### src/rtl/bcd_conv_scheduler.sv
// Round-robin scheduler that shares one binary-to-BCD conversion engine
// among NREQ requesters. One request is in flight at a time. Operands above
// 9999 are rejected without touching the engine. An engine that never
// answers is cut off after TIMEOUT cycles.
module bcd_conv_scheduler #(
    parameter int NREQ    = 4,
    parameter int TIMEOUT = 15
) (
    input  logic                      clk,
    input  logic                      rst,
    input  logic [NREQ-1:0]           req_valid,
    input  logic [14*NREQ-1:0]        req_data,
    output logic [NREQ-1:0]           req_ready,
    output logic                      eng_start,
    output logic [13:0]               eng_bin,
    input  logic                      eng_done,
    input  logic [15:0]               eng_bcd,
    output logic                      rsp_valid,
    output logic [$clog2(NREQ)-1:0]   rsp_id,
    output logic [15:0]               rsp_bcd,
    output logic                      rsp_err,
    input  logic                      rsp_ready,
    output logic                      busy
);

    localparam int ID_W = $clog2(NREQ);
    localparam int TW   = $clog2(TIMEOUT + 1);

    typedef enum logic [1:0] {
        IDLE  = 2'd0,
        ISSUE = 2'd1,
        WAIT  = 2'd2,
        RESP  = 2'd3
    } state_t;

    state_t            state_reg;
    state_t            state_next;
    logic [ID_W-1:0]   rr_ptr_reg;
    logic [ID_W-1:0]   id_reg;
    logic [13:0]       bin_reg;
    logic [15:0]       bcd_reg;
    logic              err_reg;
    logic [TW-1:0]     timer_reg;

    logic [13:0]       operand [NREQ];
    logic              grant_found;
    logic [ID_W-1:0]   grant_idx;
    logic [ID_W-1:0]   cand_idx;
    logic              accept;
    logic              out_of_range;
    logic              timeout_hit;

    // Split the flat operand bus into one 14-bit operand per requester.
    genvar gi;
    generate
        for (gi = 0; gi < NREQ; gi++) begin : g_operand
            assign operand[gi] = req_data[14*gi +: 14];
        end
    endgenerate

    // Round-robin search: the first valid requester at or after rr_ptr, wrapping.
    always_comb begin
        grant_found = 1'b0;
        grant_idx   = '0;
        cand_idx    = '0;
        for (int i = 0; i < NREQ; i++) begin
            cand_idx = ID_W'((int'(rr_ptr_reg) + i) % NREQ);
            if (!grant_found && req_valid[cand_idx]) begin
                grant_found = 1'b1;
                grant_idx   = cand_idx;
            end
        end
    end

    assign accept       = (state_reg == IDLE) && grant_found;
    assign out_of_range = (operand[grant_idx] > 14'd9999);
    // The counter starts at 0 on the first WAIT cycle, so TIMEOUT-1 marks the last allowed cycle.
    assign timeout_hit  = (timer_reg == TW'(TIMEOUT - 1));

    // Next-state logic and the handshake outputs, which are decoded from state.
    always_comb begin
        state_next = state_reg;
        req_ready  = '0;
        eng_start  = 1'b0;
        rsp_valid  = 1'b0;
        busy       = 1'b0;
        case (state_reg)
            IDLE: begin
                if (grant_found) begin
                    req_ready[grant_idx] = 1'b1;
                    state_next = out_of_range ? RESP : ISSUE;
                end
            end
            ISSUE: begin
                eng_start  = 1'b1;
                busy       = 1'b1;
                state_next = WAIT;
            end
            WAIT: begin
                busy = 1'b1;
                if (eng_done || timeout_hit) begin
                    state_next = RESP;
                end
            end
            RESP: begin
                rsp_valid = 1'b1;
                busy      = 1'b1;
                if (rsp_ready) begin
                    state_next = IDLE;
                end
            end
            default: state_next = IDLE;
        endcase
        // Keep every handshake output quiet while reset is held.
        if (rst) begin
            req_ready = '0;
            eng_start = 1'b0;
            rsp_valid = 1'b0;
            busy      = 1'b0;
        end
    end

    // State register.
    always_ff @(posedge clk) begin
        if (rst) begin
            state_reg <= IDLE;
        end else begin
            state_reg <= state_next;
        end
    end

    // Datapath: latch the request, time the engine, capture the result, advance the pointer.
    always_ff @(posedge clk) begin
        if (rst) begin
            rr_ptr_reg <= '0;
            id_reg     <= '0;
            bin_reg    <= '0;
            bcd_reg    <= '0;
            err_reg    <= 1'b0;
            timer_reg  <= '0;
        end else begin
            case (state_reg)
                IDLE: begin
                    if (accept) begin
                        bin_reg <= operand[grant_idx];
                        id_reg  <= grant_idx;
                        if (out_of_range) begin
                            err_reg <= 1'b1;
                            bcd_reg <= 16'h0000;
                        end
                    end
                end
                ISSUE: begin
                    timer_reg <= '0;
                end
                WAIT: begin
                    timer_reg <= timer_reg + 1'b1;
                    // A result on the timeout cycle still counts as a success.
                    if (eng_done) begin
                        bcd_reg <= eng_bcd;
                        err_reg <= 1'b0;
                    end else if (timeout_hit) begin
                        bcd_reg <= 16'hFFFF;
                        err_reg <= 1'b1;
                    end
                end
                RESP: begin
                    if (rsp_ready) begin
                        rr_ptr_reg <= (id_reg == ID_W'(NREQ - 1)) ? '0 : id_reg + 1'b1;
                    end
                end
                default: ;
            endcase
        end
    end

    assign eng_bin = bin_reg;
    assign rsp_id  = id_reg;
    assign rsp_bcd = bcd_reg;
    assign rsp_err = err_reg;

endmodule

### config.mk
export PLATFORM = sky130hd
export DESIGN_NAME = bcd_conv_scheduler
export DESIGN_NICKNAME = d
export VERILOG_FILES = /design/src/rtl/bcd_conv_scheduler.sv
export SDC_FILE = /design/constraint.sdc
export NUM_CORES = 1
export LEC_CHECK = 0
export ABC_AREA = 1
export CORE_MARGIN = 2
export CORE_UTILIZATION = 47
export DETAILED_ROUTE_END_ITERATION = 6
export PLACE_DENSITY_LB_ADDON = 0.25
export SETUP_SLACK_MARGIN = 0.2
export SYNTH_ARGS = -nofsm -noshare
export SYNTH_HDL_FRONTEND = slang
export SYNTH_SLANG_ARGS = --single-unit
### constraint.sdc
create_clock -name clk -period 7.4 [get_ports clk]
set_input_delay 1.85 -clock clk [delete_from_list [all_inputs] [get_ports clk]]
set_output_delay 1.85 -clock clk [all_outputs]
set_load 0.02 [all_outputs]
==> impl_metrics.py, run 1 <==
metrics = {
    "clocking": {
        "clk_pin_slew_ns": 0.08,
        "postCtsResizedCells": 0,
        "cts_buffer_depth": 2,
        "cts_buffers": 5,
        "cts_tree": "done",
        "clkSinkCount": 41,
        "post_cts_buffers": 0,
        "ctsHoldBuffers": 0,
        "clock_latency_ns": 0.30,
        "cts-root-buf": "clkbuf_8",
        "cts_htree_levels": 2,
    },
    "placement": {
        "dp_slack_ns": 0.9450,
        "gp_congestion": 0.8799,
        "io_buffer_count": 119,
        "dp_cells": 640,
        "postPlaceCellArea_um2": 3995,
        "hpwl_um": 6257,
    },
    "routing": {
        "first_pass_iters": 5,
        "drtIter0Drc": 158,
        "wl_um": 8411,
        "vias": 3399,
        "wl_per_cell_um": 12.98,
        "ant_nets": 0,
        "drc_errors": 0,
        "vias_per_cell": 5.245,
    },
    "sta": {
        "setup_viol": 0,
        "worst_slew_pin_slew_ns": 0.8221,
        "min_period_ns": 6.493,
        "setup_tns_ns": 0,
        "period_share": 0.8774,
        "slew_headroom": 0.4513,
        "skew_ns": 0.009437,
        "fin_ws_ns": 0.9071,
        "hold_viol": 0,
        "slew_viol_final": 0,
        "rsz0062_at_grt": "false",
        "fmax_mhz": 154.0,
    },
    "setup_path": {
        "worstSetupStartpointType": "primary input",
        "crit_arrival_ns": 4.64,
        "cp_max_fo": 17,
        "endpoint_kind": "output pin",
        "cp_data_required_time_ns": 5.55,
        "crit_type": "primary input to output pin",
    },
    "run": {
        "drv_cap": 0,
    },
    "global_routing": {
        "overflow": 0,
        "grt_use_met1": 0.2840,
        "grt_pass1_wl_um": 12940,
        "grt_usage": 0.2453,
        "grt_pass1_vias": 3046,
        "use_met3": 0.05934,
        "gr-usage-met2": 0.4398,
        "grt_max_degree": 26,
        "grt_busiest_layer": "met2",
        "grt_antenna_before_repair": 0,
    },
    "floorplan": {
        "pin_count": 120,
        "die_y_um": 81.79,
        "start_util": 0.4832,
        "fp.dieW_um": 81.79,
        "core-area_um2": 5886,
        "row_count": 28,
        "die-area_um2": 6690,
    },
    "layout": {
        "design_area_um2": 4078,
        "drive_gt1_frac": 0.05410,
        "largest_reg_flops": 16,
        "mostFrequentLayoutCell": "nand2_1",
        "diodes": 0,
        "synthToLayoutAreaGrowth_pct": 43.38,
        "nNetsFinal": 660,
        "final_cells": 648,
        "final_cell_mix": "nand2_1 (149), clkdlybuf4s50_1 (119), nand3_1 (64), inv_1 (63), dfxtp_1 (41)",
    },
    "power_and_ir_drop": {
        "p_total_uw": 1352,
        "powerDensity_nw_per_um2": 331.6,
        "peakVddDrop_mv": 0.1976,
        "p_leak_uw": 0.001949,
    },
    "yosys": {
        "syn_area_per_cell_um2": 6.090,
        "ys_seq_area_frac": 0.2886,
        "syn_inst": 467,
        "ys_warn_count": 0,
        "synth_area_um2": 2844,
        "yosysUniqueCellTypes": 31,
        "syn_nets": 555,
        "ys_seq_elements": 41,
    },
    "worst_hold_path": {
        "worstHoldPathType": "register to register",
    },
    "run_status": {
        "status": "finished clean",
    },
}
-- cell usage after synthesis (all sizes together) --
library cell	number	area share
a211oi	1	0.0026
a21oi	11	0.019
a31oi	1	0.0022
a32o	1	0.0035
a32oi	1	0.0057
and3	2	0.0044
buf	13	0.039
clkbuf	10	0.013
dfxtp	41	0.29
ha	8	0.035
inv	69	0.093
nand2	158	0.22
nand3	67	0.13
nand3b	2	0.0053
nand4	12	0.026
nor2	39	0.056
nor3	3	0.0053
o211ai	2	0.0053
o21ai	25	0.044
o21bai	1	0.0026
-- power breakdown --
part	leakage, uW	total (uW)	internal, uW	switching (uW)
Combinational	0.00157	867	335	532
Clock	0.0000450	144	65.4	78.9
Sequential	0.000337	341	296	45.0
Total	0.00195	1350	696	656
-- final cells by class --
cell class / count / area [um2]
clock inverters: 2 / 10.01
well taps: 75 / 93.84
fillers: 513 / 1808
inverters: 69 / 264.0
clock buffers: 6 / 72.57
repair buffers: 121 / 1206
multi-input cells: 334 / 1610
flip-flops and latches: 41 / 820.8
-- path summary, 6_finish.rpt --
kind | cells past startpoint | end | startpoint | slack, ns
max | 14 | req_ready[3] | req_valid[3] | 0.91
min | 2 | eng_bin[9] | eng_bin[9] | 0.47
min reg2reg | 2 | eng_bin[9] | eng_bin[9] | 0.47
max reg2reg | 22 | rsp_bcd[10] | rr_ptr_reg[0] | 3.99
-- cells by family (layout without fill, tap and decap cells) --
family | count (synthesis) | after routing | synth area share
flops | 41 | 41 | 0.2886
compound gates | 43 | 43 | 0.08535
fa+ha+maj | 8 | 8 | 0.03520
simple gates | 283 | 283 | 0.4457
buf+inv | 92 | 198 | 0.1452
-- critical path, cell delays in order --
cell and delay [ns]:
clkdlybuf4s50_1 0.47, inv_1 0.06, nand2_1 0.10, nand3_1 0.11, nand2_1 0.09, inv_1 0.09
nand3_4 0.19, nand2_1 0.38, nor2_1 0.25, inv_1 0.11, nor2_1 0.13, inv_1 0.07
nor2_1 0.10, clkdlybuf4s50_1 0.62
-- per-layer routing --
layer	vias to the layer above	routed length [um]
met3	22	631
li1	1683	-
met5	-	0
met2	145	4113
met4	0	189
met1	1549	3477
-- stage by stage --
stage                     hold slack [ns]    util
after global placement             0.4599  0.6788
after CTS                          0.4739  0.6928
final                              0.4712  0.6928
after global routing               0.5064  0.6928
after detailed placement           0.4635  0.6788
after floorplan                    0.4719       -
Power figures use the tool's default switching activity.
==> run 2, diff against run 1 <==
--- a/config.mk
+++ b/config.mk
@@ -10,7 +10,7 @@
 export CORE_UTILIZATION = 47
 export DETAILED_ROUTE_END_ITERATION = 6
 export PLACE_DENSITY_LB_ADDON = 0.25
-export SETUP_SLACK_MARGIN = 0.2
+export SETUP_SLACK_MARGIN = 0.5
 export SYNTH_ARGS = -nofsm -noshare
 export SYNTH_HDL_FRONTEND = slang
 export SYNTH_SLANG_ARGS = --single-unit
==> results of run 2 <==
Final layout, timing and power as in run 1 (identical DEF).
==> run 3, diff against run 2 <==
--- a/config.mk
+++ b/config.mk
@@ -9,8 +9,9 @@
 export CORE_MARGIN = 2
 export CORE_UTILIZATION = 47
 export DETAILED_ROUTE_END_ITERATION = 6
-export PLACE_DENSITY_LB_ADDON = 0.25
+export PLACE_DENSITY = 0.95
 export SETUP_SLACK_MARGIN = 0.5
 export SYNTH_ARGS = -nofsm -noshare
 export SYNTH_HDL_FRONTEND = slang
 export SYNTH_SLANG_ARGS = --single-unit
+export TNS_END_PERCENT = 20
==> constraint.sdc (replaced) <==
create_clock -name clk -period 7.4 [get_ports clk]
set_input_delay 1.85 -clock clk [delete_from_list [all_inputs] [get_ports clk]]
set_output_delay 1.85 -clock clk [all_outputs]
set_load 0.05 [all_outputs]
==> run 3 against run 2 <==
Net effect:
- register-to-register slack got worse by 0.08 ns
- hold slack better by 0.0036 ns
- worst setup slack better by 0.29 ns
- global-route usage increased by 1.3 points
- largest power group unchanged
==> impl_metrics.py, run 3 (synthesized netlist as in run 1, its figures left out) <==
metrics = {
    "clocking": {
        "ctsHoldBuffers": 0,
        "cts-root-buf": "clkbuf_8",
        "clock_latency_ns": 0.29,
        "post_cts_buffers": 0,
        "cts_tree": "done",
        "clk_pin_slew_ns": 0.08,
        "postCtsResizedCells": 0,
        "clkSinkCount": 41,
        "cts_htree_levels": 2,
        "cts_buffers": 5,
        "cts_buffer_depth": 2,
    },
    "worst_hold_path": {
        "min_delay_path_depth": 2,
        "worstHoldPathType": "register to register",
        "min_from": "eng_bin[2]",
        "hold-path-endpoint": "eng_bin[2]",
    },
    "sta": {
        "fmax_mhz": 161.1,
        "fin_ws_ns": 1.192,
        "setup_tns_ns": 0,
        "rsz0062_at_grt": "false",
        "hold_viol": 0,
        "slew_headroom": 0.4245,
        "skew_ns": 0.007392,
        "min_period_ns": 6.208,
        "period_share": 0.8389,
        "slew_viol_final": 0,
        "worst_slew_pin_slew_ns": 0.8606,
        "setup_viol": 0,
    },
    "setup_path": {
        "crit_type": "primary input to output pin",
        "cp_data_required_time_ns": 5.55,
        "endpoint_kind": "output pin",
        "crit_arrival_ns": 4.36,
        "cp_max_fo": 17,
        "r2r_end": "rsp_bcd[12]",
        "worstSetupStartpointType": "primary input",
        "r2r_slack_ns": 3.91,
        "r2r.worst_path.cells": 22,
        "r2r_start": "rr_ptr_reg[0]",
    },
    "placement": {
        "postPlaceCellArea_um2": 4003,
        "gp_congestion": 0.9081,
        "dp_slack_ns": 1.208,
        "io_buffer_count": 119,
        "hpwl_um": 6577,
    },
    "routing": {
        "drtIter0Drc": 162,
        "ant_nets": 0,
        "vias_per_cell": 5.241,
        "wl_per_cell_um": 13.28,
        "wl_um": 8593,
        "drc_errors": 0,
        "first_pass_iters": 5,
        "vias": 3391,
    },
    "power_and_ir_drop": {
        "p_leak_uw": 0.001982,
        "powerDensity_nw_per_um2": 385.3,
        "peakVddDrop_mv": 0.2250,
    },
    "layout": {
        "mostFrequentLayoutCell": "nand2_1",
        "synthToLayoutAreaGrowth_pct": 45.58,
        "final_util": 0.7034,
        "diodes": 0,
        "largest_reg_flops": 16,
        "nNetsFinal": 659,
        "design_area_um2": 4140,
        "drive_gt1_frac": 0.06119,
        "final_cell_mix": "nand2_1 (149), clkdlybuf4s50_1 (115), nand3_1 (64), inv_1 (63), dfxtp_1 (41)",
    },
    "floorplan": {
        "die_y_um": 81.79,
        "die-area_um2": 6690,
        "row_count": 28,
        "start_util": 0.4832,
        "core-area_um2": 5886,
        "pin_count": 120,
        "fp.dieW_um": 81.79,
    },
    "global_routing": {
        "grt_antenna_before_repair": 0,
        "grt_usage": 0.2582,
        "grt_max_degree": 26,
        "grt_pass1_vias": 3205,
        "overflow": 0,
        "grt_pass1_wl_um": 13730,
    },
    "run": {
        "drv_cap": 0,
    },
    "run_status": {
        "status": "finished clean",
    },
}
==> run 3: cell types whose count changed in the layout (fill, tap and decap cells not counted), moves of 2 or more <==
cell	before	now
clkinv_2	2	0
bufinv_16	0	2
clkdlybuf4s50_1	119	115
buf_12	0	2
==> run 3: area by class of cell <==
type,instances,area (um2)
sequential,41,820.8
timing repair buffer,120,1214
multi-input combinational,334,1610
fill,494,1745
tap,75,93.84
clock inverter,3,68.82
clock buffer,5,68.82
inverter,69,264.0
==> run 3: how the worst max path moves through the flow <==
stage / start / endpoint / slack, ns / cells past startpoint
after global routing: req_valid[1] / req_ready[3] / 0.87 / 15
after detailed placement: req_valid[1] / req_ready[3] / 1.21 / 15
after global placement: req_valid[3] / req_ready[3] / 1.28 / 15
after CTS: req_valid[1] / req_ready[3] / 1.19 / 15
after floorplan: req_valid[3] / req_ready[3] / 1.77 / 13
final: req_valid[3] / req_ready[3] / 1.19 / 15
==> run 3: worst max-delay path: stages <==
cell	delay (ns)
clkdlybuf4s50_1	0.47
inv_1	0.05
nand2_1	0.07
nand3_1	0.10
nand2_1	0.10
inv_1	0.09
nand3_4	0.19
nand2_1	0.36
nor2_1	0.20
buf_4	0.22
inv_1	0.09
nor2_1	0.14
inv_1	0.07
nor2_1	0.18
buf_12	0.17
==> run 3: power breakdown <==
group | total [uW] | leakage, uW | internal (uW) | switching [uW]
combinational | 1040 | 0.00158 | 335 | 700
clock | 216 | 0.0000687 | 136 | 80.3
sequential | 344 | 0.000337 | 296 | 48.2
total | 1600 | 0.00198 | 767 | 828
==> run 3: layer usage <==
| layer | routed length, um | up-vias | global-route usage |
|---|---|---|---|
| met5 | 0 | - | 0 |
| met4 | 236 | 0 | 0.09833 |
| met3 | 818 | 16 | 0.06044 |
| met2 | 4189 | 166 | 0.4837 |
| met1 | 3349 | 1531 | 0.2781 |
| li1 | - | 1678 | - |
==> run 3: stage by stage <==
stage                     power [uW]  hold slack [ns]  instances
after floorplan                 1102           0.4719        467
after global placement          1347           0.4602        639
after detailed placement        1375           0.4645        639
after CTS                       1594           0.4776        647
after global routing            1710           0.5009        647
final                           1595           0.4748        647
